`src/rtl/fx_div_iter.sv`:
```
// fx_div_iter: iterative signed fixed-point divider, one quotient bit per cycle.
// Optional FXDIV_ROUND_EN: round half away from zero instead of truncating.
module fx_div_iter #(
  parameter int WIDTH = 32,
  parameter int QINT  = 16,
  parameter int QFRAC = WIDTH - QINT
) (
  input  logic             clk,
  input  logic             rst_n,
  input  logic             start,
  input  logic [WIDTH-1:0] numerator,
  input  logic [WIDTH-1:0] denominator,
  output logic [WIDTH-1:0] result,
  output logic             done,
  output logic             busy,
  output logic             dz,
  output logic             ovf
);

  localparam int ITER = WIDTH + QFRAC;
  localparam int CW = $clog2(ITER);
  localparam logic [ITER:0] LIM = (ITER+1)'(1) << (WIDTH-1);
  localparam logic [WIDTH-1:0] MAXP = {1'b0, {(WIDTH-1){1'b1}}};
  localparam logic [WIDTH-1:0] MINN = {1'b1, {(WIDTH-1){1'b0}}};

  typedef enum logic [1:0] {
    IDLE,
    CALC,
    FIN
  } state_t;

  state_t st, nxt;
  logic load, step, fin;

  logic            sgn, nneg;
  logic [ITER-1:0] dvd, quo;
  logic [WIDTH-1:0] den_mag, rem;
  logic [CW-1:0]   cnt;

  logic [WIDTH-1:0] num_abs, den_abs;
  logic [WIDTH:0]   rem_sh, diff;
  logic             ge, rnd, zden, pos_ovf, neg_ovf;
  logic [ITER:0]    mag;
  logic [WIDTH-1:0] res_fin;

  // operand magnitudes and one restoring step
  assign num_abs = numerator[WIDTH-1] ? -numerator : numerator;
  assign den_abs = denominator[WIDTH-1] ? -denominator : denominator;
  assign rem_sh = {rem, dvd[ITER-1]};
  assign ge = rem_sh >= {1'b0, den_mag};
  assign diff = rem_sh - {1'b0, den_mag};

`ifdef FXDIV_ROUND_EN
  assign rnd = {rem, 1'b0} >= {1'b0, den_mag};
`else
  assign rnd = 1'b0;
`endif

  // final magnitude, saturation and special cases
  assign zden = (den_mag == '0);
  assign mag = {1'b0, quo} + (ITER+1)'(rnd);
  assign pos_ovf = !sgn && (mag >= LIM);
  assign neg_ovf = sgn && (mag > LIM);

  // select the value published on done
  always_comb begin
    res_fin = sgn ? -mag[WIDTH-1:0] : mag[WIDTH-1:0];
    if (zden)
      res_fin = nneg ? MINN : MAXP;
    else if (pos_ovf)
      res_fin = MAXP;
    else if (neg_ovf)
      res_fin = MINN;
  end

  // state register
  always_ff @(posedge clk or negedge rst_n) begin
    if (!rst_n) st <= IDLE;
    else st <= nxt;
  end

  // next state and datapath strobes; FIN may accept a new start
  always_comb begin
    nxt = st;
    load = 1'b0;
    step = 1'b0;
    fin = 1'b0;
    unique case (st)
      IDLE: begin
        if (start) begin
          load = 1'b1;
          nxt = CALC;
        end
      end
      CALC: begin
        step = 1'b1;
        if (cnt == '0) nxt = FIN;
      end
      FIN: begin
        fin = 1'b1;
        nxt = IDLE;
        if (start) begin
          load = 1'b1;
          nxt = CALC;
        end
      end
      default: nxt = IDLE;
    endcase
  end

  // operand capture, shift/subtract iterations and registered outputs
  always_ff @(posedge clk or negedge rst_n) begin
    if (!rst_n) begin
      sgn <= 1'b0;
      nneg <= 1'b0;
      dvd <= '0;
      quo <= '0;
      den_mag <= '0;
      rem <= '0;
      cnt <= '0;
      busy <= 1'b0;
      done <= 1'b0;
      result <= '0;
      dz <= 1'b0;
      ovf <= 1'b0;
    end else begin
      done <= 1'b0;
      if (load) begin
        sgn <= numerator[WIDTH-1] ^ denominator[WIDTH-1];
        nneg <= numerator[WIDTH-1];
        dvd <= {num_abs, {QFRAC{1'b0}}};
        den_mag <= den_abs;
        rem <= '0;
        quo <= '0;
        cnt <= CW'(ITER-1);
        busy <= 1'b1;
      end else if (step) begin
        dvd <= {dvd[ITER-2:0], 1'b0};
        rem <= ge ? diff[WIDTH-1:0] : rem_sh[WIDTH-1:0];
        quo <= {quo[ITER-2:0], ge};
        cnt <= cnt - CW'(1);
        if (cnt == '0) busy <= 1'b0;
      end
      if (fin) begin
        result <= res_fin;
        dz <= zden;
        ovf <= !zden && (pos_ovf || neg_ovf);
        done <= 1'b1;
      end
    end
  end

endmodule

```
`config.mk`:
```
export PLATFORM = sky130hd
export DESIGN_NAME = fx_div_iter
export DESIGN_NICKNAME = d
export VERILOG_FILES = /design/src/rtl/fx_div_iter.sv
export SDC_FILE = /design/constraint.sdc
export NUM_CORES = 1
export LEC_CHECK = 0
export CORE_MARGIN = 3
export CORE_UTILIZATION = 30
export CTS_CLUSTER_SIZE = 8
export DETAILED_ROUTE_END_ITERATION = 16
export HOLD_SLACK_MARGIN = 0.12
export PLACE_DENSITY = 0.52
export SETUP_SLACK_MARGIN = 0.15
export SLEW_MARGIN = 20
export SYNTH_ARGS = -nofsm -noshare
export SYNTH_HDL_FRONTEND = slang
export SYNTH_SLANG_ARGS = --single-unit
```
`constraint.sdc`:
```
create_clock -name clk -period 3.5 [get_ports clk]
set_input_delay 0.7 -clock clk [delete_from_list [all_inputs] [get_ports clk]]
set_output_delay 0.7 -clock clk [all_outputs]
set_load 0.01 [all_outputs]
```
; After elaboration in Yosys (flattened, before gate mapping)
; Index checks and enable logic that the tools add are counted.
[op_classes]
addsub = 5
order_cmp = 3
n_eq_ne = 4
n_mux = 28
bitwise = 1
reduce_logical = 14
[op_table]
columns = operator, count
row1 = 32-bit two-way mux, 10
row2 = 48-bit two-way mux, 4
row3 = 32-bit negation, 3
row4 = 48-bit by 32-bit >= comparator with 1-bit output (second input constant), 1
row5 = 48-bit by 32-bit greater-than comparator with 1-bit output (second input constant), 1
row6 = 33-bit by 32-bit >= comparator with 1-bit output, 1
row7 = 32-bit logical NOT, 1
row8 = 32-bit subtractor, 1
row9 = 6-bit two-way mux, 2
row10 = 1-bit two-way mux, 9
row11 = 6-bit logical NOT, 1
row12 = 2-bit case mux with 3 select lines, 1
row13 = 6-bit by 1-bit subtractor with 6-bit output (second input constant), 1
row14 = 2-bit two-way mux, 2
row15 = 2-bit != test (second input constant), 2
row16 = 2-bit AND reduction, 2
row17 = 2-bit nonzero test, 2
row18 = 1-bit logical AND, 3
row19 = 2-bit by 1-bit equality test with 1-bit output (second input constant), 1
row20 = 2-bit equality test (second input constant), 1
row21 = 1-bit logical NOT, 2
row22 = 2-bit logical NOT, 1
row23 = 2-bit OR reduction, 1
row24 = 1-bit logical OR, 1
row25 = 1-bit XOR, 1
[totals]
register_bits = 206
in_bits = 67

; Depth between registers and ports, before layout
[depth]
depth_word = 5
depth_mapped = 13
depth_no_buf = 11

; Worst setup path after synthesis
; OpenSTA, ideal clock, no wires.
[synth_timing]
path_type = input to register
startpoint = in numerator[4]
endpoint = reg dvd[46]
t_arrival_ps = 2900
setup_slack_ps = 477
path_stages = 8
n_path_buf = 0
path_cell_list = or4_4 > nor3_4 > nand4_1 > or4_4 > or4_4 > nor3b_2 > mux2i_1 > o21ai_1
[synth_between]
elab_chain_len = 3
[synth_rtl]
columns = item, line
row1 = start: declaration, 11  ; input logic [WIDTH-1:0] numerator,
row2 = 32-bit negation, 47  ; assign num_abs = numerator[WIDTH-1] ? -numerator : numerator;
row3 = 32-bit two-way mux, 47
row4 = 48-bit two-way mux, 128  ; if (load) begin
row5 = end signal: assignment, 131  ; dvd <= {num_abs, {QFRAC{1'b0}}};
row6 = end signal: assignment, 138  ; dvd <= {dvd[ITER-2:0], 1'b0};
row7 = end: declaration, 36  ; logic [ITER-1:0] dvd, quo;
; No other way between the ends.
; A chain may end at the register's enable or synchronous reset.

; Final worst setup path
[layout_timing]
startpoint = reg den_mag[14]
endpoint = reg rem[14]
[layout_between]
elab_chain_len = 4
elab_cells_between_ends = 5
cone_classes = add/sub: 1 / order compare: 1 / mux: 3
[layout_rtl]
columns = item, line
row1 = start: declaration, 37  ; logic [WIDTH-1:0] den_mag, rem;
row2 = start signal: assignment, 132  ; den_mag <= den_abs;
row3 = 32-bit subtractor or 33-bit by 32-bit >= comparator with 1-bit output (tied branches), "51, 50"
row4 = 32-bit two-way mux (*), 139  ; rem <= ge ? diff[WIDTH-1:0] : rem_sh[WIDTH-1:0];
row5 = 32-bit two-way mux (*), 137  ; end else if (step) begin
row6 = 32-bit two-way mux (*), 128
row7 = end signal: assignment, 139
row8 = end: declaration, 37
; Mark *: on every way between the ends. The rest lies on a longest branch, timed or not. The select of a mux whose other input is x is not followed.

==> summary.txt <==
Job
  • Max Cap Viol: 0

STA
  • Hold Vio Cnt, Final: 0
  • Final min period: 3120 ps
  • Max Slew Vio Count: 0
  • Clock skew: ~16 ps
  • Worst slew pin tran: roughly 800 ps
  • RSZ-0062 raised after global routing: no
  • Setup violation total in the final timing report: 0
  • Final hold slack: 287 ps
  • Max Clk Rate: approximately 320 MHz
  • Slew HR: 47.6%
  • Final period utilization: 89.3%

Global routing
  • Number of global-route vias before repair: roughly 10000
  • Grt ovf: 0
  • GR Util All Layers: between 10% and 20%
  • Pin count of the biggest net entering global routing: 88
  • Antenna violations before repair: 0
  • First-pass GRT wire length: 51800 um

Yosys
  • Post-synthesis adder-cell area fraction: ~4.2%
  • Mapped Avg Cell Area: 8.82 sq um
  • Top post-synthesis cells by count: 190 x dfrtp_1, 143 x nand2_1, 91 x o21ai_0, 80 x a21oi_1
  • Sequential element share of the synthesized area: 41.3%
  • Post-synthesis simple-gate area fraction: 18.0%
  • Net Count, Synth: 1410
  • Asr flop ratio synth: 100%
  • Top cell type's share of synthesized area: 41.3%
  • Distinct cells, synth: 67
  • Synth Flop Type: dfrtp_1
  • Number of synthesized register bits: 190
  • Synthesized cell area: 11500 sq um
  • Yosys top cell by area: dfrtp_1
  • Largest family of logic cells by synthesized area: compound AO/OA/AOI/OAI gates
  • Post-synthesis mux area share: 0.620%
  • Mapped Cells: 1305
  • Top-count cell post-synth: dfrtp_1
  • Compound-gate portion of the synthesized area: 24.0%
  • XOR/XNOR share of the synthesized area: 7.16%
  • Area contributors post-synth: dfrtp_1 41%, xor2_1 5.3%, nand2_1 4.7%
  • Syn. warnings: 0
  • Number of flops mapped to enable cells by yosys: 0

Worst setup path
  • Critical path cell sequence: inv_1, ha_1, and4_1, nand2_1, or3_1, o311a_1, o21ai_1, a32oi_2, buf_4, or4_1, nand3_1
  • Worst stage delay on the critical path: 500 ps
  • Critical Path AT: between 3000 and 4000 ps
  • Critical path class: flop to flop
  • Crit. End Element: flop
  • Crit Path Max Fanout: 10
  • CP required: 3890 ps
  • Slowest CP cell: or4_1
  • Startpoint types: flop

Cells and area
  • Area Growth Syn to Fin: 22.1%
  • Fillers: 3921
  • Fin nets: ~1500
  • Finished Core Util: 37.2%
  • Non-Filler Instances: 1927
  • Layout cells sized above 1: 8.33%
  • Fin area: 14000 sq um
  • Antenna cell count: 0

Pwr
  • Power Total: just under 10 mW
  • Maximum VDD drop: around 0.35 mV
  • Leak: 5.81 nW
  • Power density over the cells: 689 nW/um^2

Floorplanning
  • Core ar.: approximately 38000 sq um
  • Initial Utilization: between 30 and 40%
  • Die footprint: 40700 sq um
  • Die Y: 202 um
  • Die Wd: 202 um
  • Site row count: 71
  • IO Count: between 100 and 150

Detailed routing
  • Final wirelength: 31300 um
  • Via count: 10100
  • Vias per std cell: approximately 5.2
  • ANT nets after route: 0
  • DRT iter0 DRCs: 569
  • # DRC: 0
  • Router iterations before antenna repair: 5
  • Routed WL per cell: roughly 16 um

Clock network
  • CTS Buffer Depth: 2
  • Max H-tree Level: 4
  • Worst skew pair latency: approximately 460 ps
  • CTS Hold Bufs: 0
  • CTS tree: yes
  • CTS Root Cell: clkbuf_16
  • Num CTS Buffers: 17
  • Num Clock Sinks: 190
  • Clock transition at path regs: 80 ps

Placed design
  • Placed Instance Area: roughly 13000 sq um
  • GP Congestion: 0.903
  • Placed insts: 1894
  • HPWL Detailed: roughly 22000 um
  • Port Buf Inserts: 102

Worst hold path
  • Worst hold path type: input pin to async pin

Outcome
  • Status: finished clean
## placed cells by master (no fill, tap or decap), types with 25 or more instances in the layout
master / synthesis / final
clkdlybuf4s50_1: 0 / 101
a22oi_1: 26 / 26
inv_1: 55 / 55
ha_1: 37 / 37
o21ai_0: 91 / 90
o21ai_1: 54 / 55
xor2_1: 69 / 69
nor2_1: 46 / 45
xnor2_1: 25 / 25
a21oi_1: 80 / 80
nand3_1: 69 / 69
buf_4: 1 / 57
a22o_1: 50 / 50
dfrtp_1: 190 / 190
o31ai_1: 25 / 25
nand2_1: 143 / 143
## layer usage
layer,global-route usage (%),wire length [um],vias to the layer above
met3,2.67,970,30
li1,-,-,4977
met2,25.1,14600,155
met4,4.39,488,0
met1,21.2,15300,4931
met5,0,0,-
## path summary, 6_finish.rpt
check / start / end / slack, ps / cells after the start
worst max-delay path: den_mag[14]$_DFFE_PN0P_ / rem[14]$_DFFE_PN0P_ / 380 / 11
worst min-delay path: rst_n / quo[26]$_DFFE_PN0P_ / 290 / 1
worst max register to register: den_mag[14]$_DFFE_PN0P_ / rem[14]$_DFFE_PN0P_ / 380 / 11
worst min register to register: dz$_DFFE_PN0P_ / dz$_DFFE_PN0P_ / 480 / 2
max in group asynchronous: rst_n / result[9]$_DFFE_PN0P_ / 2450 / 2
min in group clk: dz$_DFFE_PN0P_ / dz$_DFFE_PN0P_ / 480 / 2
## logic make-up (layout without fill, tap and decap cells)
kind of cell / after synthesis / after routing
adder cells (fa/ha/maj): 38 / 38
AND/OR/NAND/NOR: 408 / 408
flip-flops: 190 / 190
XOR/XNOR: 94 / 94
AO/OA/AOI/OAI: 428 / 428
buffers and inverters: 140 / 251
multiplexers: 7 / 7
## report_power, final
group	internal (mW)	switching, mW
Clock	1.12	0.991
Combinational	1.92	2.35
Sequential	2.72	0.587
## area by class of cell
type / instances / area (sq um) / share of cell area, %
clock buffer: 18 / 439 / 3.13
tap: 511 / 639 / 4.55
sequential: 190 / 4750 / 33.9
timing repair buffer: 164 / 1550 / 11.1
clock inverter: 14 / 194 / 1.38
inverter: 55 / 206 / 1.47
multi-input combinational: 975 / 6260 / 44.6
## state kept, by name (all words and copies together), names as in the netlist
register	count
cnt	6
den_mag	32
busy	1
done	1
result	32
dz	1
st	2
quo	48
ovf	1
nneg	1
rem	32
dvd	32
sgn	1
## critical path, delay by kind of cell, from the launching register on
kind	cells	cell delay (ps)
AOI/OAI and AO/OA	3	590
adders and majority gates	1	460
buffers and inverters	2	280
DFF	1	380
and+or+nand+nor	5	1360
## what timing repair did
action / CTS / global route
endpoints found under the hold margin: 0 / 0
setup buffers: 0 / 1
resized for setup: 0 / 3
endpoints found under the setup margin: 0 / 14
## through the flow
step / TNS [ps] / setup WS [ps]
3_5_place_dp: -168 / -56.9
4_1_cts: 0 / 319
2_1_floorplan: 0 / 477
5_1_grt: 0 / 199
3_3_place_gp: -18.1 / -10.0
6_report: 0 / 376
Power figures use the tool's default switching activity.
